**src/rtl/jk_up_counter_sync_if.sv**
```systemverilog
// Counter control/status bundle for jk_up_counter_sync.
// The master side drives enable and load and observes the count, tc and wrap.
// The slave side is the counter itself.
interface jk_up_counter_sync_if #(
    parameter int WIDTH = 5
);
    logic             en;
    logic             load;
    logic [WIDTH-1:0] load_val;
    logic [WIDTH-1:0] count;
    logic             tc;
    logic             wrap;

    modport master (
        output en,
        output load,
        output load_val,
        input  count,
        input  tc,
        input  wrap
    );

    modport slave (
        input  en,
        input  load,
        input  load_val,
        output count,
        output tc,
        output wrap
    );
endinterface

```
**src/rtl/jk_up_counter_sync.sv**
```systemverilog
// jk_up_counter_sync: synchronous modulo-MODULUS up counter.
// The counter is built from per-bit JK cells with J=K=t[i].
// t[0] is en, and each t[i] is t[i-1] AND count[i-1].
// Every bit is clocked directly by clk.
// The wrap from MODULUS-1 to 0 is a synchronous clear.
// A load overrides the toggle inputs.
// tc is en AND (count == MODULUS-1), so the next stage can use it as its enable.
// The next stage then advances on the same edge where this stage wraps.
// wrap is a registered one-cycle pulse that follows the terminal edge.
// Optional build macro: JK_UP_COUNTER_SATURATE_EN.
// When it is defined, the count holds at MODULUS-1 and wrap stays 0.
module jk_up_counter_sync #(
    parameter int WIDTH   = 5,
    parameter int MODULUS = 32
) (
    input  logic                  clk,
    input  logic                  reset,
    jk_up_counter_sync_if.slave   bus
);

    localparam logic [WIDTH-1:0] TERM    = WIDTH'(MODULUS - 1);
    localparam logic [WIDTH:0]   MOD_EXT = (WIDTH + 1)'(MODULUS);

    logic [WIDTH-1:0] count_q;
    logic [WIDTH-1:0] count_d;
    logic [WIDTH-1:0] t;
    logic [WIDTH-1:0] jk_next;
    logic             wrap_q;
    logic             wrap_d;
    logic             at_term;

    // Classic JK characteristic: set, reset, toggle or hold.
    function automatic logic jk_cell(input logic q, input logic j, input logic k);
        return (j & ~q) | (~k & q);
    endfunction

    // Out-of-range load values collapse to 0, so no state >= MODULUS is reachable.
    function automatic logic [WIDTH-1:0] load_clip(input logic [WIDTH-1:0] v);
        return ({1'b0, v} >= MOD_EXT) ? '0 : v;
    endfunction

    assign at_term = (count_q == TERM);

    // Toggle-enable chain and the JK next state of each bit.
    always_comb begin
        logic run;
        run = bus.en;
        for (int i = 0; i < WIDTH; i++) begin
            t[i]       = run;
            run        = run & count_q[i];
            jk_next[i] = jk_cell(count_q[i], t[i], t[i]);
        end
    end

    // Next-state selection: load, then the terminal clear/hold, then toggle, then hold.
    always_comb begin
        count_d = count_q;
        wrap_d  = 1'b0;
        if (bus.load) begin
            count_d = load_clip(bus.load_val);
        end else if (bus.en && at_term) begin
`ifdef JK_UP_COUNTER_SATURATE_EN
            count_d = count_q;
            wrap_d  = 1'b0;
`else
            count_d = '0;
            wrap_d  = 1'b1;
`endif
        end else if (bus.en) begin
            count_d = jk_next;
        end
    end

    // State registers; an asynchronous reset clears the count and any pending wrap.
    always_ff @(posedge clk or posedge reset) begin
        if (reset) begin
            count_q <= '0;
            wrap_q  <= 1'b0;
        end else begin
            count_q <= count_d;
            wrap_q  <= wrap_d;
        end
    end

    assign bus.count = count_q;
    assign bus.wrap  = wrap_q;
    assign bus.tc    = bus.en & at_term;

endmodule

```
**src/flat_wrapper.sv**
```systemverilog
// flat-port wrapper written by rule: the top's interface ports become plain ports
module jk_up_counter_sync_flat 
#(
    parameter int WIDTH   = 5,
    parameter int MODULUS = 32
)
  (clk, reset, bus_en, bus_load, bus_load_val, bus_count, bus_tc, bus_wrap);
  jk_up_counter_sync_if #(.WIDTH(WIDTH)) bus_i ();
  input  logic clk;
  input  logic reset;
  input wire logic [$bits(bus_i.en)-1:0] bus_en;
  input wire logic [$bits(bus_i.load)-1:0] bus_load;
  input wire logic [$bits(bus_i.load_val)-1:0] bus_load_val;
  output wire logic [$bits(bus_i.count)-1:0] bus_count;
  output wire logic [$bits(bus_i.tc)-1:0] bus_tc;
  output wire logic [$bits(bus_i.wrap)-1:0] bus_wrap;
  assign bus_i.en = bus_en;
  assign bus_i.load = bus_load;
  assign bus_i.load_val = bus_load_val;
  assign bus_count = bus_i.count;
  assign bus_tc = bus_i.tc;
  assign bus_wrap = bus_i.wrap;
  jk_up_counter_sync #(.WIDTH(WIDTH), .MODULUS(MODULUS)) u_core (.clk(clk), .reset(reset), .bus(bus_i));
endmodule
```
**config.mk**
```make
export PLATFORM = sky130hd
export DESIGN_NAME = jk_up_counter_sync_flat
export DESIGN_NICKNAME = d
export VERILOG_FILES = /design/src/rtl/jk_up_counter_sync_if.sv /design/src/rtl/jk_up_counter_sync.sv /design/src/flat_wrapper.sv
export SDC_FILE = /design/constraint.sdc
export NUM_CORES = 1
export LEC_CHECK = 0
export ABC_AREA = 1
export CAP_MARGIN = 20
export CORE_MARGIN = 10
export CORE_UTILIZATION = 28
export CTS_CLUSTER_DIAMETER = 150
export DETAILED_ROUTE_END_ITERATION = 8
export PLACE_DENSITY = 0.57
export SYNTH_ARGS = -nofsm -noshare
export SYNTH_HDL_FRONTEND = slang
export SYNTH_SLANG_ARGS = --single-unit
```
**constraint.sdc**
```tcl
create_clock -name clk -period 1.7 [get_ports clk]
set_input_delay 0.34 -clock clk [delete_from_list [all_inputs] [get_ports clk]]
set_output_delay 0.34 -clock clk [all_outputs]
set_load 0.01 [all_outputs]
```
== After elaboration in Yosys (flattened, before gate mapping) ==
Cells that the tools add are included.

* Bits in registers: 6
* Output and inout bits: 7

* Eq/ne operators: 1
* Multiplexer cells: 5
* Bitwise gates (word level): 30
* Reductions and logical operators: 2

{| class="wikitable"
|+ Operators with widths
! operator !! count
|-
| $and 1x1->1 || 15
|-
| $mux 5 || 3
|-
| $not 1->1 || 10
|-
| $eq 5x5->1 const B || 1
|-
| $or 1x1->1 || 5
|-
| $reduce_bool 3->1 || 1
|-
| $mux 1 || 2
|-
| $logic_and 1x1->1 || 1
|}

== Longest topological paths before layout ==
Gate-level depths: netlist of run 1.

* Depth after elaboration: 10
* Mapped depth: 10
* Gate-level depth less buffers: 10

== Least setup slack after synthesis of run 1 ==
No wires, ideal clock.

* Kind: register to register
* From: reg u_core.count_q[0], in the netlist u_core.bus.count[0]
* To: reg u_core.count_q[3], in the netlist u_core.bus.count[3]
* Data arrival time: 1.397 ns
* Required time: 1.576 ns
* Path slack: 0.179 ns
* Stages on the path, launching flop included: 9
* Clock period less this slack: 1.521 ns
* Path through: dfrtp_1 > ha_1 > ha_1 > ha_1 > ha_1 > inv_1 > nor2_1 > nand2_1 > nand2_1

* Cells in the longest elaborated chain, start to end: 9
* Elaborated cells on any way between the ends: 13
* Those cells by class: eq/ne: 1; mux: 3; bitwise: 7; reduce/logical: 2

{| class="wikitable"
|+ RTL lines
! item !! line !! source
|-
| from (decl) || jk_up_counter_sync.sv:24 || <nowiki>logic [WIDTH-1:0] count_q;</nowiki>
|-
| from (signal assigned) || jk_up_counter_sync.sv:80 || <nowiki>count_q <= count_d;</nowiki>
|-
| $and 1x1->1 (3 in series) || jk_up_counter_sync.sv:50 || <nowiki>run = run & count_q[i];</nowiki>
|-
| $not 1->1 || jk_up_counter_sync.sv:34 || <nowiki>return (j & ~q) | (~k & q);</nowiki>
|-
| $and 1x1->1 || jk_up_counter_sync.sv:34 ||
|-
| $or 1x1->1 || jk_up_counter_sync.sv:34 ||
|-
| $mux 5 || jk_up_counter_sync.sv:69 || <nowiki>end else if (bus.en) begin</nowiki>
|-
| $mux 5 || jk_up_counter_sync.sv:61 || <nowiki>end else if (bus.en && at_term) begin</nowiki>
|-
| $mux 5 || jk_up_counter_sync.sv:59 || <nowiki>if (bus.load) begin</nowiki>
|}

Several ways; a longest one is shown, not always the timed one. The select of a mux whose other input is x is not followed.
A chain may end at the register's enable or synchronous reset.

== Final worst setup path of run 1 ==
* From: reg u_core.count_q[2], in the netlist u_core.bus.count[2]
* To: out bus_count[2]

{| class="wikitable"
|+ RTL lines
! item !! line !! source
|-
| to (decl) || flat_wrapper.sv:14 || <nowiki>output wire logic [$bits(bus_i.count)-1:0] bus_count;</nowiki>
|}

No word-level cell between the ends.

==> impl_metrics.tcl, run 1 <==
set metrics [dict create \
    status "finished, final reports clean" \
    dieArea_sq_um 3290 \
    initial_core_util_pct 30.0 \
    path_class "reg2out" \
    wl_mm 1.03 \
    p_leak_nw 0.333 \
    synthesis.area_sq_um 390 \
    final_hold_viol_count 0 \
    ir_worst_vdd_v 0.000380 \
    drv_cap 0 \
    slew_violations 0 \
    grt_setup_unrepaired "false" \
    fp.dieH_microns 57.3 \
    worst_pin_slew_ns 0.343 \
    core-area_sq_um 1300 \
    min_period_ns 1.60 \
    reg2reg_slack_ns 0.16 \
    grt_pass1_vias 396 \
    place.gp.congestion 0.815 \
    synth_seq_cells 6 \
    setup_viol 0 \
    clkSlewWorstSetupHoldPaths_ns 0.05 \
    utilization_pct 47.6 \
    fillerInstances 146 \
    first_pass_iters 3 \
    fmax_ghz 0.624 \
    clk_latency_ns 0.25 \
    h-tree-depth 1 \
    hold_buffers 0 \
    reg2reg_to "u_core.bus.count[4]$_DFFE_PP0P_" \
    grt_first_pass_wirelength_mm 1.65 \
    die_w_microns 57.3 \
    route.detailed.drc 0 \
    cts_tree "done" \
    arrival_ns 1.26 \
    clock_skew_ns 0.00320 \
    layout.cells.non_filler 90 \
    fin_crit_sh_pct 94.2 \
    antenna_left 0 \
    syn_nets 65 \
    io_pins 16 \
    drive_above_1_share_pct 20.0 \
    syn_inst 52 \
    numCtsBuffers 3 \
    dp.cells 87 \
    grt_overflow 0 \
    hold_path.class "in2async" \
    grt_max_degree 9 \
    multi_input_area_sq_um 195 \
    critPathCapture "bus_count[2]" \
    clockBufferDepth 2 \
    yosysSeqAreaShare_pct 38.5 \
    grt_util_all_layers_pct 6.45 \
    power_density_nw_per_um2 705 \
    seq_area_sq_um 150 \
    place_hpwl_microns 862 \
    rr_worst_depth 10 \
    r2r_start "u_core.bus.count[0]$_DFFE_PP0P_" \
    detail_route.iter0.violations 7 \
    antenna_found_initial 0 \
    syn_avg_cell_area_sq_um 7.51 \
    numPortBuffers 15 \
    max_slew_margin_pct 77.1 \
    required_ns 1.36 \
    row_count 13 \
    num_vias 391 \
    wl_per_cell_microns 11.4 \
    crit_fanout 3 \
    startpoint "u_core.bus.count[2]$_DFFE_PP0P_" \
    syn2layout_area_growth_pct 58.7 \
    ys_warn_count 0 \
    cts-root-buf "clkbuf_4" \
    critPathCaptureType "primary output" \
    start_kind "flip-flop" \
    synth_cell_types 10 \
    num_antenna_cells 0 \
    clock-sinks 6 \
    viasPerCell 4.34 \
    layout.nets 90 \
]
[synthesized netlist by cell type]
master | number | area share (%)
inv_1 | 9 | 8.7
inv_2 | 1 | 0.96
buf_4 | 1 | 1.9
nand2_1 | 16 | 15
nand2_2 | 2 | 3.2
a22oi_1 | 5 | 9.6
nor2_1 | 6 | 5.8
nor2_2 | 2 | 3.2
ha_1 | 4 | 13
dfrtp_1 | 6 | 38
[logic make-up after synthesis]
family,share of synthesized area (%)
and+or+nand+nor,27.6
buffers and inverters,11.5
AOI/OAI and AO/OA,9.62
adders and majority gates,12.8
DFF,38.5
[layer usage]
metal | up-vias | wire [microns] | track usage, %
met4 | 0 | 21 | 4.03
li1 | 206 | - | -
met5 | - | 0 | 0
met1 | 172 | 407 | 5.90
met2 | 10 | 516 | 10.6
met3 | 3 | 82 | 3.98
[sequential cells by signal, summed over array words and instances (netlist names)]
| register | flops |
|---|---|
| u_core.bus.count | 5 |
| u_core.bus.wrap | 1 |
[timing repair]
action | 4_1_cts | 5_1_grt
setup endpoints to repair | 1 | 0
gates resized for setup | 4 | 0
buffers inserted | 0 | 0
[critical path, cell delays in order, from the launching register on]
cell and delay, ns:
dfrtp_1 0.35, buf_4 0.13, clkdlybuf4s50_1 0.53
[how the worst min path moves through the flow]
stage                                     from                         endpoint  slack, ns  depth (start not counted)
6_report                                 reset  u_core.bus.count[4]$_DFFE_PP0P_       0.31                          2
5_1_grt                                  reset  u_core.bus.count[4]$_DFFE_PP0P_       0.32                          2
4_1_cts                                  reset  u_core.bus.count[4]$_DFFE_PP0P_       0.32                          2
3_5_place_dp   u_core.bus.count[0]$_DFFE_PP0P_  u_core.bus.count[0]$_DFFE_PP0P_       0.55                          2
3_3_place_gp   u_core.bus.count[1]$_DFFE_PP0P_  u_core.bus.count[1]$_DFFE_PP0P_       0.55                          2
2_1_floorplan                            reset  u_core.bus.count[0]$_DFFE_PP0P_       0.13                          1
[layout by cell type, fill, tap and decap left out]
cell / Yosys / routed
dfrtp_1: 6 / 6
nor2_1: 6 / 6
nand2_2: 2 / 2
nor2_2: 2 / 2
clkdlybuf4s50_1: 0 / 13
clkbuf_4: 0 / 3
inv_1: 9 / 9
nand2_1: 16 / 16
clkdlybuf4s15_2: 0 / 1
inv_2: 1 / 1
a22oi_1: 5 / 5
buf_4: 1 / 6
ha_1: 4 / 4
dlygate4sd2_1: 0 / 1
[report_power, final]
| part | internal, mW | total (mW) | switching [mW] | leakage (nW) |
|---|---|---|---|---|
| registers | 0.157 | 0.168 | 0.0111 | 0.0749 |
| clock network | 0.0803 | 0.138 | 0.0574 | 0.0138 |
| logic | 0.0723 | 0.131 | 0.0583 | 0.245 |
| total | 0.310 | 0.436 | 0.127 | 0.333 |
[layout make-up]
type,count,share of cell area (%)
sequential,6,24.2
multi-input combinational,35,31.5
inverter,10,6.06
clock buffer,3,3.64
tap,15,3.03
timing repair buffer,21,31.5
[stage by stage]
step	TNS, ns	instance area, sq um	hold slack [ns]	total power [mW]	setup WS (ns)
after floorplan	0	390	0.131	0.229	0.179
after global placement	-0.798	597	0.549	0.302	-0.308
after detailed placement	-0.883	597	0.548	0.304	-0.324
after CTS	0	619	0.317	0.444	0.0773
after global routing	0	619	0.315	0.475	0.0390
final	0	619	0.310	0.436	0.0987
(Power assumes the default switching activity.)
==> run 2, diff against run 1 <==
--- a/config.mk
+++ b/config.mk
@@ -9,6 +9,7 @@
 export CAP_MARGIN = 20
 export CORE_MARGIN = 10
 export CORE_UTILIZATION = 28
+export CTS_BUF_LIST = sky130_fd_sc_hd__clkbuf_2
 export CTS_CLUSTER_DIAMETER = 150
 export DETAILED_ROUTE_END_ITERATION = 8
 export PLACE_DENSITY = 0.57
==> run 2 against run 1 <==
Cell area down 1.2%. First-iteration DRC count down 86%. Largest cell class unchanged. Clock skew up 0.0045 ns. Critical path type unchanged. Combinational power about the same. Total power down 6.8%. Fmax up 0.14%. Utilization down 0.58 points. Final cell count unchanged. Critical endpoint unchanged. Highest routed layer unchanged. Clock power down 23%. Largest power group unchanged. Worst hold slack better by 0.018 ns. Wire length up 5.8%.
==> impl_metrics.tcl, run 2 (synthesis results as in run 1) <==
set metrics [dict create \
    antenna_left 0 \
    numCtsBuffers 3 \
    power.share.combinational_pct 32.7 \
    layout.nets 90 \
    grt_first_pass_wirelength_mm 1.69 \
    largest_reg_flops 5 \
    seq_area_sq_um 150 \
    multi_input_area_sq_um 195 \
    antenna_found_initial 0 \
    route.detailed.drc 0 \
    min_period_ns 1.60 \
    wl_mm 1.09 \
    power_density_nw_per_um2 665 \
    p_sw_uw 130 \
    place.gp.congestion 0.815 \
    worst_pin_slew_ns 0.367 \
    io_pins 16 \
    fillerInstances 145 \
    num_antenna_cells 0 \
    final_hold_viol_count 0 \
    core-area_sq_um 1300 \
    ir_worst_vdd_v 0.000309 \
    cts-root-buf "clkbuf_2" \
    switching_share_pct 31.9 \
    max_slew_margin_pct 75.4 \
    cpPeakStageDelay_ns 0.53 \
    wl_per_cell_microns 12.1 \
    critPathCaptureType "primary output" \
    fin_crit_sh_pct 94.1 \
    grt_max_degree 9 \
    grt_util_all_layers_pct 6.63 \
    setup_ws_ns 0.101 \
    grt_pass1_vias 406 \
    status "finished, final reports clean" \
    power_frac_seq_pct 41.3 \
    first_pass_iters 2 \
    detail_route.iter0.violations 1 \
    required_ns 1.36 \
    arrival_ns 1.26 \
    initial_core_util_pct 30.0 \
    place_hpwl_microns 862 \
    die_w_microns 57.3 \
    h-tree-depth 1 \
    final_common_cell "nand2_1" \
    start_kind "flip-flop" \
    dpl_worst_slack_ns -0.324 \
    grt_overflow 0 \
    setup_viol 0 \
    path_class "reg2out" \
    final_cell_mix "nand2_1, clkdlybuf4s50_1, inv_1" \
    drv_cap 0 \
    drive_above_1_share_pct 20.0 \
    cts_tree "done" \
    crit_fanout 3 \
    numPortBuffers 15 \
    dieArea_sq_um 3290 \
    place_area_sq_um 597 \
    clkSlewWorstSetupHoldPaths_ns 0.07 \
    setup_tns_ns 0 \
    row_count 13 \
    hold_buffers 0 \
    clock_skew_ns 0.00768 \
    p_int_uw 277 \
    hold_path.class "in2async" \
    p_leak_nw 0.332 \
    cp_cell_sequence "buf_4, clkdlybuf4s50_1" \
    finalInstanceArea_sq_um 612 \
    fp.dieH_microns 57.3 \
    slowest_stage "clkdlybuf4s50_1" \
    clock-sinks 6 \
    syn2layout_area_growth_pct 56.7 \
    grt_setup_unrepaired "false" \
    clockBufferDepth 2 \
    clkPwrFrac_pct 26.0 \
    fmax_ghz 0.625 \
    slew_violations 0 \
    num_vias 409 \
    clk_latency_ns 0.23 \
    viasPerCell 4.54 \
]
-- run 2: critical path: cells and delay by family, from the launching register on --
family / cells / cell delay [ns]
buf+inv: 2 / 0.67
flops: 1 / 0.37
-- run 2: worst paths after layout --
| kind | from | endpoint | slack, ns | cells after the start |
|---|---|---|---|---|
| worst max-delay path | u_core.bus.count[2]$_DFFE_PP0P_ | bus_count[2] | 0.10 | 2 |
| worst min-delay path | reset | u_core.bus.count[4]$_DFFE_PP0P_ | 0.33 | 2 |
| worst max register to register | u_core.bus.count[0]$_DFFE_PP0P_ | u_core.bus.count[4]$_DFFE_PP0P_ | 0.15 | 10 |
| worst min register to register | u_core.bus.count[0]$_DFFE_PP0P_ | u_core.bus.count[0]$_DFFE_PP0P_ | 0.56 | 2 |
| max in group asynchronous | reset | u_core.bus.count[2]$_DFFE_PP0P_ | 1.16 | 2 |
| min in group clk | u_core.bus.count[0]$_DFFE_PP0P_ | u_core.bus.count[0]$_DFFE_PP0P_ | 0.56 | 2 |
-- run 2: layer usage --
layer | routed length [microns] | track usage (%) | vias up
met3 | 79 | 3.98 | 4
met4 | 18 | 4.03 | 0
met2 | 580 | 11.3 | 9
li1 | - | - | 206
met1 | 409 | 5.78 | 190
met5 | 0 | 0 | -
-- run 2: through the flow --
stage               total power, mW  std cells  util, %  hold slack, ns
floorplan                     0.229         52        -           0.131
global placement              0.302         87     45.9           0.549
detailed placement            0.304         87     45.9           0.548
CTS                           0.413         90     47.0           0.326
global route                  0.441         90     47.0           0.319
finish                        0.407         90     47.0           0.328
-- run 2: power by group through the flow --
stage	Combinational (mW)	Sequential [mW]	Clock, mW
finish	0.133	0.168	0.106
global route	0.149	0.170	0.122
CTS	0.135	0.168	0.110
detailed placement	0.134	0.171	0
global placement	0.132	0.171	0
floorplan	0.0497	0.179	0
-- run 2: final cells by class --
type	count	area share, %
clock buffers	3	2.45
inverters	10	6.13
multi-input cells	35	31.9
flip-flops and latches	6	24.5
well taps	15	3.07
repair buffers	21	31.9
-- run 2: what timing repair did --
item                       CTS  global route
setup endpoints to repair    1             0
setup buffers                0             0
gates resized for setup      4             0
